==> src/rtl/exception_sequencer.sv <==
// exception_sequencer: prioritises exception requests and drives the 4-cycle ARM-style entry sequence, passing core writeback through when idle
//   in : clk, rst (sync, active-high), cpsr_in, exc_pc, req[5:0] (und,svc,pabt,dabt,irq,fiq),
//        core_w_addr, core_w_data, core_write_reg, core_write_pc, core_pc_data
//   out: M, w_addr, w_data, write_reg, write_pc, pc_data, spsr_we, spsr_mode, spsr_data,
//        cpsr_we, cpsr_data, exc_ack, stall, exc_done
module exception_sequencer #(
  parameter logic [31:0] VBASE = 32'h0000_0000
) (
  input  logic        clk,
  input  logic        rst,
  input  logic [31:0] cpsr_in,
  input  logic [31:0] exc_pc,
  input  logic [5:0]  req,
  input  logic [3:0]  core_w_addr,
  input  logic [31:0] core_w_data,
  input  logic        core_write_reg,
  input  logic        core_write_pc,
  input  logic [31:0] core_pc_data,
  output logic [4:0]  M,
  output logic [3:0]  w_addr,
  output logic [31:0] w_data,
  output logic        write_reg,
  output logic        write_pc,
  output logic [31:0] pc_data,
  output logic        spsr_we,
  output logic [4:0]  spsr_mode,
  output logic [31:0] spsr_data,
  output logic        cpsr_we,
  output logic [31:0] cpsr_data,
  output logic [5:0]  exc_ack,
  output logic        stall,
  output logic        exc_done
);
  typedef enum logic [2:0] {IDLE, SWITCH, SAVE_LR, VECTOR, DONE} state_t;
  state_t state, state_nx;
  logic [5:0] elig, win, src;
  logic [31:0] old_cpsr, old_pc;
  logic [4:0] mode;
  logic [7:0] voff;
  logic [3:0] loff;
  logic idle;
  always_ff @(posedge clk) begin
    if (rst) begin
      state <= IDLE;
      src <= '0;
      old_cpsr <= '0;
      old_pc <= '0;
    end else begin
      state <= state_nx;
      if (idle && |win) begin
        src <= win;
        old_cpsr <= cpsr_in;
        old_pc <= exc_pc;
      end
    end
  end
  always_comb begin
    idle = state == IDLE;
    // irq/fiq honour their CPSR masks; an invalid mode (bit 4 clear) blocks everything
    elig = cpsr_in[4] ? {req[5] & ~cpsr_in[6], req[4] & ~cpsr_in[7], req[3:0]} : 6'b0;
    win = elig[3] ? 6'b001000 : elig[5] ? 6'b100000 : elig[4] ? 6'b010000 :
          elig[2] ? 6'b000100 : elig[0] ? 6'b000001 : elig[1] ? 6'b000010 : 6'b000000;
    mode = src[0] ? 5'b11011 : src[1] ? 5'b10011 : (src[2] | src[3]) ? 5'b10111 :
           src[4] ? 5'b10010 : src[5] ? 5'b10001 : 5'b00000;
    voff = src[0] ? 8'h04 : src[1] ? 8'h08 : src[2] ? 8'h0C : src[3] ? 8'h10 :
           src[4] ? 8'h18 : src[5] ? 8'h1C : 8'h00;
    loff = src[3] ? 4'd8 : 4'd4;
    state_nx = idle ? (|win ? SWITCH : IDLE) : state == SWITCH ? SAVE_LR :
               state == SAVE_LR ? VECTOR : state == VECTOR ? DONE : IDLE;
    M = idle ? cpsr_in[4:0] : mode;
    w_addr = idle ? core_w_addr : state == SAVE_LR ? 4'd14 : 4'd0;
    w_data = idle ? core_w_data : state == SAVE_LR ? old_pc + {28'd0, loff} : 32'd0;
    write_reg = idle ? core_write_reg : state == SAVE_LR;
    write_pc = idle ? core_write_pc : state == VECTOR;
    pc_data = idle ? core_pc_data : state == VECTOR ? VBASE + {24'd0, voff} : 32'd0;
    spsr_we = state == SWITCH;
    spsr_mode = spsr_we ? mode : 5'd0;
    spsr_data = spsr_we ? old_cpsr : 32'd0;
    cpsr_we = spsr_we;
    cpsr_data = spsr_we ? {old_cpsr[31:8], 1'b1, old_cpsr[6] | src[5], 1'b0, mode} : 32'd0;
    exc_ack = spsr_we ? src : 6'd0;
    stall = !idle;
    exc_done = state == DONE;
  end
endmodule

==> config.mk <==
export PLATFORM = sky130hd
export DESIGN_NAME = exception_sequencer
export DESIGN_NICKNAME = d
export VERILOG_FILES = /design/src/rtl/exception_sequencer.sv
export SDC_FILE = /design/constraint.sdc
export NUM_CORES = 1
export LEC_CHECK = 0
export ABC_AREA = 1
export CORE_ASPECT_RATIO = 0.5
export CORE_MARGIN = 5
export CORE_UTILIZATION = 39
export CTS_BUF_LIST = sky130_fd_sc_hd__clkbuf_4 sky130_fd_sc_hd__clkbuf_8
export CTS_CLUSTER_DIAMETER = 30
export DETAILED_ROUTE_END_ITERATION = 12
export MAX_ROUTING_LAYER = met4
export PLACE_DENSITY = 0.92
export SLEW_MARGIN = 10
export SYNTH_ARGS = -nofsm -noshare
export SYNTH_HDL_FRONTEND = slang
export SYNTH_SLANG_ARGS = --single-unit
==> constraint.sdc <==
create_clock -name clk -period 3.35 [get_ports clk]
set_clock_uncertainty 0.1 [all_clocks]
set_input_delay 0.8375 -clock clk [delete_from_list [all_inputs] [get_ports clk]]
set_output_delay 0.8375 -clock clk [all_outputs]
set_load 0.01 [all_outputs]
# Word-level counts from Yosys, hierarchy flattened
# Cells that the tools add are included.
dict set report op_classes {
  addsub 1
  mul 0
  div_mod_pow 0
  magnitude_cmp 0
  eq_ne 4
  shift 0
  n_mux 37
  bitwise 6
  reduce_logical 4
}
# op count
set ops {}
lappend ops {{$mux 32} 5}
lappend ops {{$mux 5} 15}
lappend ops {{$add 32x4->32} 1}
lappend ops {{$mux 6} 4}
lappend ops {{$mux 3} 5}
lappend ops {{$mux 4} 3}
lappend ops {{$eq 3x2->1 const B} 2}
lappend ops {{$reduce_or 6->1} 1}
lappend ops {{$mux 2} 2}
lappend ops {{$eq 3x1->1 const B} 1}
lappend ops {{$eq 3x3->1 const B} 1}
lappend ops {{$logic_not 3->1} 1}
lappend ops {{$mux 1} 3}
lappend ops {{$and 1x1->1} 2}
lappend ops {{$not 1->1} 2}
lappend ops {{$or 1x1->1} 2}
lappend ops {{$logic_and 1x1->1} 1}
lappend ops {{$logic_not 1->1} 1}
dict set report word_totals {
  ff_bits 73
  latch_bits 0
  mem_bits_rw 0
  mem_bits_ro 0
  inputBits 142
  output_inout_bits 154
  elab_cells 56
  memories 0
}

# Depth between registers and ports, before layout
dict set report depth {
  word_depth 12
  depth_mapped 12
  depth_no_buf 12
}

# Least setup slack after synthesis
# OpenSTA, ideal clock, no wires.
dict set report synth_path {
  path_kind {reg2out}
  start {register src[3]}
  end {output w_data[16]}
  t_arrival_ns 1.848
  required_time_ns 2.413
  slack_ns 0.565
  stages_incl_launch_ff 10
  path_buffers 0
  cell_sequence {dfxtp_1 > inv_1 > ha_1 > fa_1 > nand2_1 > nor3_1 > nand2_1 > nor2_1 > nor2_1 > o21ai_0}
}
dict set report synth_via {
  elab_chain_cells 4
}
# item line
set synth_rtl {}
lappend synth_rtl {{start, declared} 36} ;# logic [5:0] elig, win, src;
lappend synth_rtl {{start signal, assigned} 51} ;# src <= win;
lappend synth_rtl {{$mux 4} 67} ;# loff = src[3] ? 4'd8 : 4'd4;
lappend synth_rtl {{$add 32x4->32} 72} ;# w_data = idle ? core_w_data : state == SAVE_LR ? old_pc + {28'd0, loff} : 32'd0;
lappend synth_rtl {{$mux 32 (2 in a row)} 72}
lappend synth_rtl {{end, declared} 21} ;# output logic [31:0] w_data,
# No other way between the ends.

# Final worst setup path
dict set report layout_path {
  start {register src[3]}
  end {output w_data[5]}
}
# The elaborated chain is that of the path after synthesis.

==> summary.txt <==
Yosys
  – Synth Instances: roughly 840
  – Library cells used by synthesis: 35
  – Number of enable-type register cells in the synthesized netlist: 0
  – Yosys warning count: 0
  – Net count after synthesis: 982
  – Sequential fraction of the synthesis area: 0.296
  – Total of flip-flops plus latches after synthesis: between 70 and 80
  – Avg Synthesized Cell Area: 5.90 um^2
  – Post-synth design cell area: around 4900 um^2
  – Async set-reset flop share out of synthesis: 0
  – Flip-flop cell with the highest count after synthesis: sky130_fd_sc_hd__dfxtp_1

Critical path
  – Data required time of the critical path: roughly 2.4 ns
  – Startpoint kind of the worst setup timing path: flip-flop
  – Worst Path Class, Setup: reg -> out
  – Highest fanout seen on the critical path: 6
  – Cell with the largest stage delay on the worst path: sky130_fd_sc_hd__clkdlybuf4s50_1
  – Crit-path max cell delay: 0.56 ns
  – Element type at the critical path end: primary output
  – Cell Chain, Critical Path: buf_4, ha_1, nand2_1, nand2_1, nand2_1, inv_2, o21ai_0, o21ai_0, clkdlybuf4s50_1
  – Critical Path AT: ~2.3 ns
  – Critical Path Most Common Cell: sky130_fd_sc_hd__nand2_1

Floorplan
  – Cell Rows: 29
  – Die area: 15100 um^2
  – Core footprint: approximately 13000 um^2
  – Initial Utilization: 0.394
  – I/O Pins: 296
  – Height of the die: about 90 um
  – Horiz. Die Dim: around 170 um

Pwr
  – Worst ir drop on vdd: about 290 uV
  – Pwr per Cell Area: between 400 and 500 nW/um^2
  – Internal power summed over all cells: 0.00228 W
  – Relative contribution of combinational cells to total power: 0.458
  – Proportion of total power due to net switching: 0.361
  – Total power after layout: 0.00357 W
  – Psw: 0.00129 W
  – Leak pwr: ~3.4 nW
  – Relative contribution of the clock network to total power: 0.240
  – Seq pwr share: 0.302

Placed design
  – Placed insts: 1248
  – DP HPWL: about 15000 um
  – Placed cell area: about 7800 um^2
  – Final RePlAce weighted congestion: a little over 0.9
  – Number of buffer cells added on primary ports: between 200 and 300

Global routing
  – Most congested layer reported by global routing: met2
  – Gr usage total: 0.250
  – Met3 track demand over resource: 0.0477
  – Number of antenna violations at the first check in global routing: 0
  – Maximum number of pins on one net before global-route repair: 46
  – Via count of the first global-routing pass: 6030
  – Met1 global-route usage: 0.284
  – Remaining global-route overflow: 0
  – Routing usage on met2: 0.452
  – First-pass GRT wire length: 29800 um

STA
  – Final worst-path cycle share: 0.957
  – Maximum clock frequency: ~310 MHz
  – Rel. slew slack: 0.608
  – Max Slew Vio Count: 0
  – Endpoints failing hold: 0
  – Period minus WS final: 3.21 ns
  – Measured slew at the worst slew-check pin: about 0.6 ns
  – Setup-failing EPs final: 0

Min path
  – HP Class: reg -> reg

Clock tree
  – Skew-Pair Late Insertion Delay: between 0.3 and 0.4 ns
  – Number of H-tree branching levels: 3
  – Hold bufs inserted after CTS: 0
  – Clock sinks: 73
  – CTS clk-pin slew, worst paths: approximately 0.070 ns
  – Clock tree from TritonCTS: built
  – Number of buffers created by CTS: 9
  – Bufs on Longest Clock Path: 2
  – Cell at the root of the clock tree: sky130_fd_sc_hd__clkbuf_8

Final layout
  – Post-layout utilization of the core: 0.653
  – Final layout net count: ~1200
  – Synth-to-Final Area Change: 65.7%
  – Number of antenna repair diodes: 0
  – Area of the multi-input gates: around 2700 um^2
  – FF+latch area: ~1500 um^2
  – Layout Cell Area excl Fill: just over 8000 um^2
  – Most common cell after layout, fill and taps aside: sky130_fd_sc_hd__clkdlybuf4s50_1
  – Most used cells in the layout excluding fill and tap cells: 266 x sky130_fd_sc_hd__clkdlybuf4s50_1, 207 x sky130_fd_sc_hd__nand2_1, 113 x sky130_fd_sc_hd__nor2_1, 104 x sky130_fd_sc_hd__inv_1, 96 x sky130_fd_sc_hd__nand3_1
  – Fraction of layout instances using a drive strength above 1: 0.0693
  – FILL cells: ~1100
  – Final non-filler cell total: around 1300

Detailed routing
  – Via/cell ratio: between 4 and 5
  – Total iterations of the first detailed-routing run: 7
  – Number of nets with antenna violations after detailed routing: 0
  – Vias after detailed routing: ~6300
  – Iteration-0 DRC Markers: slightly below 500
  – Average wire per cell in the routed design: 15.3 um
  – Total Wirelength: just under 20000 um
  – Total DRC errors in the routed layout: 0

Status
  – Run status: finished clean

Run
  – Count of max-cap constraint violations: 0
## area by class of cell
| type | count | share of cell area |
|---|---|---|
| clock inverter | 5 | 0.0125 |
| sequential | 73 | 0.179 |
| inverter | 108 | 0.0499 |
| multi-input combinational | 578 | 0.329 |
| clock buffer | 11 | 0.0177 |
| timing repair buffer | 322 | 0.386 |
| tap | 170 | 0.0260 |
## worst max-delay path, delay by kind of cell, from the launching register on
| kind | cells | cell delay, ns |
|---|---|---|
| AO/OA/AOI/OAI | 2 | 0.26 |
| flip-flops | 1 | 0.31 |
| AND/OR/NAND/NOR | 3 | 0.26 |
| buffers and inverters | 3 | 0.82 |
| adder cells (fa/ha/maj) | 1 | 0.27 |
## synth_stat cells, types with 2 or more instances
library cell | n | area [um^2]
sky130_fd_sc_hd__buf_6 | 2 | 22.5
sky130_fd_sc_hd__a21o_1 | 2 | 15.0
sky130_fd_sc_hd__nor4_1 | 2 | 12.5
sky130_fd_sc_hd__buf_4 | 33 | 248
sky130_fd_sc_hd__a21oi_1 | 77 | 385
sky130_fd_sc_hd__nand3_1 | 96 | 480
sky130_fd_sc_hd__ha_1 | 2 | 25.0
sky130_fd_sc_hd__clkbuf_1 | 22 | 82.6
sky130_fd_sc_hd__buf_1 | 11 | 41.3
sky130_fd_sc_hd__nand2_1 | 209 | 785
sky130_fd_sc_hd__nand4_1 | 5 | 31.3
sky130_fd_sc_hd__nor3_1 | 15 | 75.1
sky130_fd_sc_hd__nand3b_1 | 5 | 37.5
sky130_fd_sc_hd__inv_1 | 106 | 398
sky130_fd_sc_hd__a32o_1 | 3 | 30.0
sky130_fd_sc_hd__o21ai_0 | 21 | 105
sky130_fd_sc_hd__dfxtp_1 | 73 | 1460
sky130_fd_sc_hd__a22o_1 | 4 | 35.0
sky130_fd_sc_hd__nor2_1 | 118 | 443
sky130_fd_sc_hd__or2_2 | 4 | 25.0
sky130_fd_sc_hd__buf_2 | 10 | 50.1
sky130_fd_sc_hd__o211ai_1 | 2 | 15.0
sky130_fd_sc_hd__xnor2_1 | 2 | 17.5
sky130_fd_sc_hd__nor2_2 | 2 | 12.5
## sequential cells by signal (all words and copies together) (netlist names)
register / flops
old_cpsr: 32
old_pc: 32
src: 6
state: 3
## routing by layer
layer | wire length (um) | vias up
met5 | 0 | -
met4 | 396 | 0
met3 | 1140 | 37
met2 | 10000 | 240
met1 | 7830 | 2935
li1 | - | 3120
## per-stage QoR
stage	setup TNS, ns	hold slack (ns)	worst slack (ns)
floorplan	0	0.336	0.565
global placement	0	0.344	0.156
detailed placement	0	0.353	0.0943
CTS	0	0.365	0.00476
global route	-0.00168	0.382	-0.00168
finish	0	0.363	0.145
## power by group through the flow
stage | registers (W) | logic, W | clock network [W]
6_report | 0.00108 | 0.00163 | 0.000855
5_1_grt | 0.00109 | 0.00179 | 0.000905
2_1_floorplan | 0.00106 | 0.000849 | 0
3_5_place_dp | 0.00109 | 0.00166 | 0
3_3_place_gp | 0.00108 | 0.00163 | 0
4_1_cts | 0.00107 | 0.00164 | 0.000865
## what timing repair did
action | 4_1_cts | 5_1_grt
pin swaps | 2 | 5
setup buffers | 0 | 3
gates resized for setup | 33 | 31
setup endpoints to repair | 21 | 49
## final timing paths
kind                 from      endpoint  slack [ns]  cells past startpoint
max reg2reg      state[1]     old_pc[4]        1.28                      7
max                src[3]     w_data[5]        0.14                      9
min          old_cpsr[20]  old_cpsr[20]        0.36                      2
min reg2reg  old_cpsr[20]  old_cpsr[20]        0.36                      2
## logic make-up (layout without fill, tap and decap cells)
family | Yosys count | count (layout) | synth area share
simple gates | 459 | 459 | 0.393
buf+inv | 186 | 446 | 0.172
compound gates | 112 | 112 | 0.124
flops | 73 | 73 | 0.296
fa+ha+maj | 3 | 3 | 0.00912
xor+xnor | 3 | 3 | 0.00532
other cells | 1 | 1 | 0.000760
Note: power is estimated with default switching activity, not from simulation.
==> edit 1: new RTL, same settings <==
Make the reset (`rst`) asynchronous in one clocked block.
--- a/src/rtl/exception_sequencer.sv
+++ b/src/rtl/exception_sequencer.sv
@@ -39,7 +39,7 @@
   logic [7:0] voff;
   logic [3:0] loff;
   logic idle;
-  always_ff @(posedge clk) begin
+  always_ff @(posedge clk or posedge rst) begin
     if (rst) begin
       state <= IDLE;
       src <= '0;
Behaviour: differs if rst is asserted again (counterexample within 4 cycles, from zero or initial values and one cycle with rst high); with rst held inactive, the same outputs for 10 cycles.
==> edit 1 against the original RTL <==
Synthesized area is 7.7% higher. Routed wire length is 5.3% higher. Setup slack got worse by 50 ps. Critical path type unchanged. Largest cell class unchanged. Sequential share of layout area grew 3.6 points. Synthesized cell count rose by 1.9%. Die area is 7.0% higher. Design area grew 4.1%. Sequential cell count did not move.
Power is not compared: it rests on default switching activity, and its combinational part moved more than twofold at a synthesized area within 25%.
==> edit 1: results (changes against the original RTL) <==
Final estimated routing congestion in global placement: 0.985 (+8.8%)
Gr usage total: 25.3% (+0.37 points)
# DRC: 0 (unchanged)
Slowest Stage Delay on Critical Path: 540 ps (-20 ps)
First-iteration detailed-routing DRC count: 517 (+7.3%)
Syn Nets: 998 (+1.6%)
Top flop regs: old_cpsr x32, old_pc x32, src x6
Hold wc startpoint: old_cpsr[4]
Final nets: 1256 (+1.5%)
Hold Vio Cnt, Final: 0 (unchanged)
Data arrival time of the critical path: 2320 ps (+50 ps)
Clock Path Buffers: 2 (unchanged)
Worst skew pair latency: 360 ps
WL met1: 8410 um (+7.4%)
FILL cells: 1191 (+8.9%)
Main flop type after synthesis: dfrtp_1
Via count: 6251 (-1.3%)
Cts bufs inserted: 9 (unchanged)
Reg2reg end: old_pc[23]
Status: finished clean
Initial antenna violation count: 0 (unchanged)
Hold Path Depth: 2 (unchanged)
Critical Path Start: src[3]
Routed wl met2: 10300 um (+3.2%)
WHS Endpoint: old_cpsr[4]
Vias in the first global route: 6161 (+2.2%)
Highest routed layer: met4
Post-synthesis sequential area ratio: 34.4% (+4.8 points)
Root Driver: clkbuf_8
Critical Path Fanout Max: 4 (-2)
Reg2Reg Setup Slack: 1290 ps
Clk slew on worst S/H paths: 90 ps (+20 ps)
First-pass GRT wire length: 32200 um (+8.0%)
Post-synth top cells: 307 x nand2_1, 130 x nor2_1, 107 x inv_1
WL/cell: 15.8 um (+3.3%)
Critical R2R Launch: state[2]
Reg2reg path depth: 6 (-1)
Ys async rst share: 100% (+100 points)
Drt first pass iters: 5 (-2)
I/O Buffers: 294 (unchanged)
Peak VDD IR: 667 uV
Leak pwr: 4.21 nW
HPWL after detailed placement: 16200 um (+5.2%)
Count of different cell masters after synthesis: 36 (+2.9%)
Worst path slowest cell: clkdlybuf4s50_1
H-tree levels: 3 (unchanged)
Met3 WL post-DR: 1080 um (-5.5%)
Top post-synthesis cells by area: dfrtp_1 34%, nand2_1 22%, nand3_1 9.6%
Yosys Warn Count: 0 (unchanged)
ANT cells: 0 (unchanged)
Fraction of layout cells with a size suffix above 1: 7.44% (+0.51 points)
Top delay family on crit path: buffers and inverters
Pin count of the biggest net entering global routing: 87 (+89%)
Hold Path Class: reg -> reg
Sw Ratio: 46.0%
## edit 1: worst min-delay path: stages (launching register included)
cell and delay, ps:
dfrtp_1 330, inv_1 50, nand2_1 60
## edit 1: power by group through the flow
stage	registers (mW)	logic [mW]	clock network, mW
finish	1.71	4.48	0.826
global route	1.77	4.88	0.887
CTS	1.69	4.49	0.838
detailed placement	1.70	4.55	0
global placement	1.68	4.45	0
floorplan	1.57	2.49	0
## edit 1: how the worst max path moves through the flow
| stage | to | cells after the start |
|---|---|---|
| after floorplan | old_cpsr[0] | 1 |
| after global placement | w_data[30] | 12 |
| after detailed placement | w_data[30] | 12 |
| after CTS | w_data[13] | 10 |
| after global routing | w_data[17] | 12 |
| final | w_data[20] | 8 |
## edit 1: final cells by class
class / count / area (um2) / share of cell area [%]
timing repair buffer: 318 / 3140 / 36.9
tap: 176 / 220 / 2.59
clock buffer: 10 / 138 / 1.62
multi-input combinational: 600 / 2680 / 31.5
clock inverter: 6 / 97.6 / 1.15
sequential: 73 / 1830 / 21.5
inverter: 109 / 409 / 4.81
## edit 1: cell families (layout without fill, tap and decap cells)
| group | after synthesis | after routing | synth area share, % |
|---|---|---|---|
| AOI/OAI and AO/OA | 31 | 31 | 3.53 |
| xor gates and xnor gates | 3 | 3 | 0.494 |
| adders and majority gates | 3 | 3 | 0.847 |
| buffers and inverters | 180 | 443 | 16.7 |
| DFF | 73 | 73 | 34.4 |
| other | 1 | 1 | 0.0705 |
| and+or+nand+nor | 562 | 562 | 44.0 |
## edit 1: timing repair
item | 4_1_cts | 5_1_grt
buffers inserted | 3 | 2
resized for setup | 32 | 32
pin swaps | 3 | 3
setup endpoints to repair | 23 | 38
## edit 1: per-layer routing
layer | vias to the layer above | track usage, %
li1 | 3065 | -
met3 | 48 | 4.12
met4 | 0 | 8.69
met2 | 237 | 43.4
met5 | - | -
met1 | 2901 | 30.8
## edit 1: metrics by stage
| step | instance area (um2) | hold slack [ps] | instances | setup slack (ps) | util, % |
|---|---|---|---|---|---|
| global placement | 8180 | 337 | 1271 | 125 | 60.9 |
| CTS | 8450 | 371 | 1290 | -0.288 | 62.9 |
| global route | 8510 | 395 | 1292 | -25.4 | 63.4 |
| finish | 8510 | 374 | 1292 | 94.3 | 63.4 |
| detailed placement | 8180 | 351 | 1271 | 84.1 | 60.9 |
| floorplan | 5320 | 323 | 853 | 559 | - |
==> edit 2: new RTL, same flow settings <==
Made on the original files. The 5 states of `state_t` get a one-hot encoding in 5 bits.
--- a/src/rtl/exception_sequencer.sv
+++ b/src/rtl/exception_sequencer.sv
@@ -31,7 +31,7 @@
   output logic        stall,
   output logic        exc_done
 );
-  typedef enum logic [2:0] {IDLE, SWITCH, SAVE_LR, VECTOR, DONE} state_t;
+  typedef enum logic [4:0] {IDLE = 5'b00001, SWITCH = 5'b00010, SAVE_LR = 5'b00100, VECTOR = 5'b01000, DONE = 5'b10000} state_t;
   state_t state, state_nx;
   logic [5:0] elig, win, src;
   logic [31:0] old_cpsr, old_pc;
Formal check against the unedited RTL: same outputs for any inputs over 10 cycles, from zero or initial values and one cycle with rst high; not proved beyond that.
==> edit 2 against the original RTL <==
Hold slack better by 1.5 ps. Total power shrank 15%. Design area is 3.0% higher. First-iteration DRC count rose by 16%. Setup slack got worse by 69 ps. Count of clock-buffer cells in the layout shrank 1. Routed wire length up 7.2%. Synthesized area up 1.0%. Sequential cell count increased by 2. Global-route usage grew 0.86 points. Critical endpoint is now cpsr_data[17]. Largest cell class unchanged.
==> edit 2: results (changes against the original RTL) <==
H-tree levels: 3 (unchanged)
Syn Nets: 987 (+0.51%)
Top flop regs: old_cpsr x32, old_pc x32, src x6
Peak VDD IR: 217 uV (-25%)
First-pass GRT wire length: 31300 um (+5.0%)
Top delay family on crit path: buffers and inverters
DP Cell Count: 1251 (+0.24%)
Slowest Stage Delay on Critical Path: 580 ps (+20 ps)
Critical Path Fanout Max: 25 (+19)
Gr usage total: 25.8% (+0.86 points)
Drt first pass iters: 5 (-2)
Worst skew pair latency: 350 ps (about the same)
Worst slew margin: 53.5% (-7.3 points)
Data arrival time of the critical path: 2340 ps (+70 ps)
Post-synth top cells: 200 x nand2_1, 123 x nor2_1, 114 x inv_1
Top post-synthesis cells by area: dfxtp_1 30%, nand2_1 15%, nand3_1 9.9%
Hold Path Class: reg -> reg
Area leader, netlist: dfxtp_1
Mapped Cells: 842 (+0.60%)
GRT Residual Overflow: 0 (unchanged)
Yosys Warn Count: 0 (unchanged)
Critical R2R Launch: state[3]
Final estimated routing congestion in global placement: 0.985 (+8.8%)
WL/cell: 16.3 um (+6.7%)
Initial antenna violation count: 0 (unchanged)
Final nets: 1243 (+0.49%)
Ys async rst share: 0% (unchanged)
First-iteration detailed-routing DRC count: 561 (+16%)
Via count: 6355 (+0.36%)
Clk slew on worst S/H paths: 80 ps
Worst path slowest cell: clkdlybuf4s50_1
I/O Buffers: 294 (unchanged)
Clock Path Buffers: 2 (unchanged)
Root Driver: clkbuf_8
Status: finished clean
Pin count of the biggest net entering global routing: 72 (+57%)
Hold wc startpoint: old_cpsr[10]
Count of different cell masters after synthesis: 34 (-2.9%)
HPWL after detailed placement: 15700 um (+2.1%)
Critical Path Start: state[3]
Post-synthesis sequential area ratio: 30.1% (+0.50 points)
Cts bufs inserted: 9 (unchanged)
Placed Area: 7880 um2 (+0.45%)
Vias in the first global route: 5997 (-0.55%)
Final std cells w/o fill: 1272 (+0.39%)
Leak pwr: 4.13 nW (+20%)
ANT cells: 0 (unchanged)
Fraction of layout cells with a size suffix above 1: 8.98% (+2.1 points)
-- edit 2: changes by cell type after synthesis, sizes merged, moves of 3 or more --
cell / before / now
o21ai: 22 / 31
nor2: 120 / 123
inv: 107 / 116
buf: 56 / 52
nor3: 15 / 12
nand2: 210 / 201
a21oi: 77 / 71
nand3b: 5 / 2
-- edit 2: cell type report --
cell class / instances / area (um2)
multi-input combinational: 575 / 2790
tap: 170 / 213
timing repair buffer: 320 / 3250
clock inverter: 5 / 103
clock buffer: 10 / 131
fill: 1087 / 4160
inverter: 117 / 443
sequential: 75 / 1510
-- edit 2: kinds of logic after synthesis --
group	count (synthesis)	synth area share (%)
other	1	0.0752
and+or+nand+nor	449	37.7
DFF	75	30.1
AOI/OAI and AO/OA	117	12.7
buffers and inverters	192	17.7
adders and majority gates	3	0.903
xor gates and xnor gates	5	0.878
-- edit 2: tightest hold or removal path, cell delays in order (launching register included) --
cell and delay [ps]:
dfxtp_1 310, nand2_1 60, a21oi_1 50
-- edit 2: report_power, final --
| group | total [mW] | internal, mW | switching, mW |
|---|---|---|---|
| clock network | 0.833 | 0.498 | 0.335 |
| registers | 1.06 | 0.981 | 0.0839 |
| logic | 1.14 | 0.551 | 0.589 |
| total | 3.04 | 2.03 | 1.01 |
-- edit 2: per-stage QoR --
step | worst slack [ps] | utilization [%] | total power, mW | hold slack [ps]
2_1_floorplan | 494 | - | 1.61 | 336
3_3_place_gp | 60.5 | 62.6 | 2.19 | 344
3_5_place_dp | 18.8 | 62.6 | 2.22 | 354
4_1_cts | -125 | 64.9 | 3.02 | 365
5_1_grt | -85.6 | 66.9 | 3.21 | 386
6_report | 75.1 | 66.9 | 3.04 | 365
-- edit 2: routing by layer --
layer,vias up,GRT usage (%),wire length [um]
li1,3137,-,-
met1,2924,31.9,8280
met2,254,42.9,10500
met3,40,6.35,1590
met4,0,5.91,407
met5,-,-,0
-- edit 2: final timing paths --
kind	end	slack [ps]	cells past startpoint
hold reg to reg	old_cpsr[10]	360	2
setup / recovery	cpsr_data[17]	80	8
setup reg to reg	old_pc[4]	1330	8
hold / removal	old_cpsr[10]	360	2
-- edit 2: repair_timing --
action / 4_1_cts / 5_1_grt
setup endpoints to repair: 27 / 88
pin swaps: 3 / 8
resized for setup: 47 / 89
hold endpoints to repair: 0 / 0
setup buffers: 1 / 5
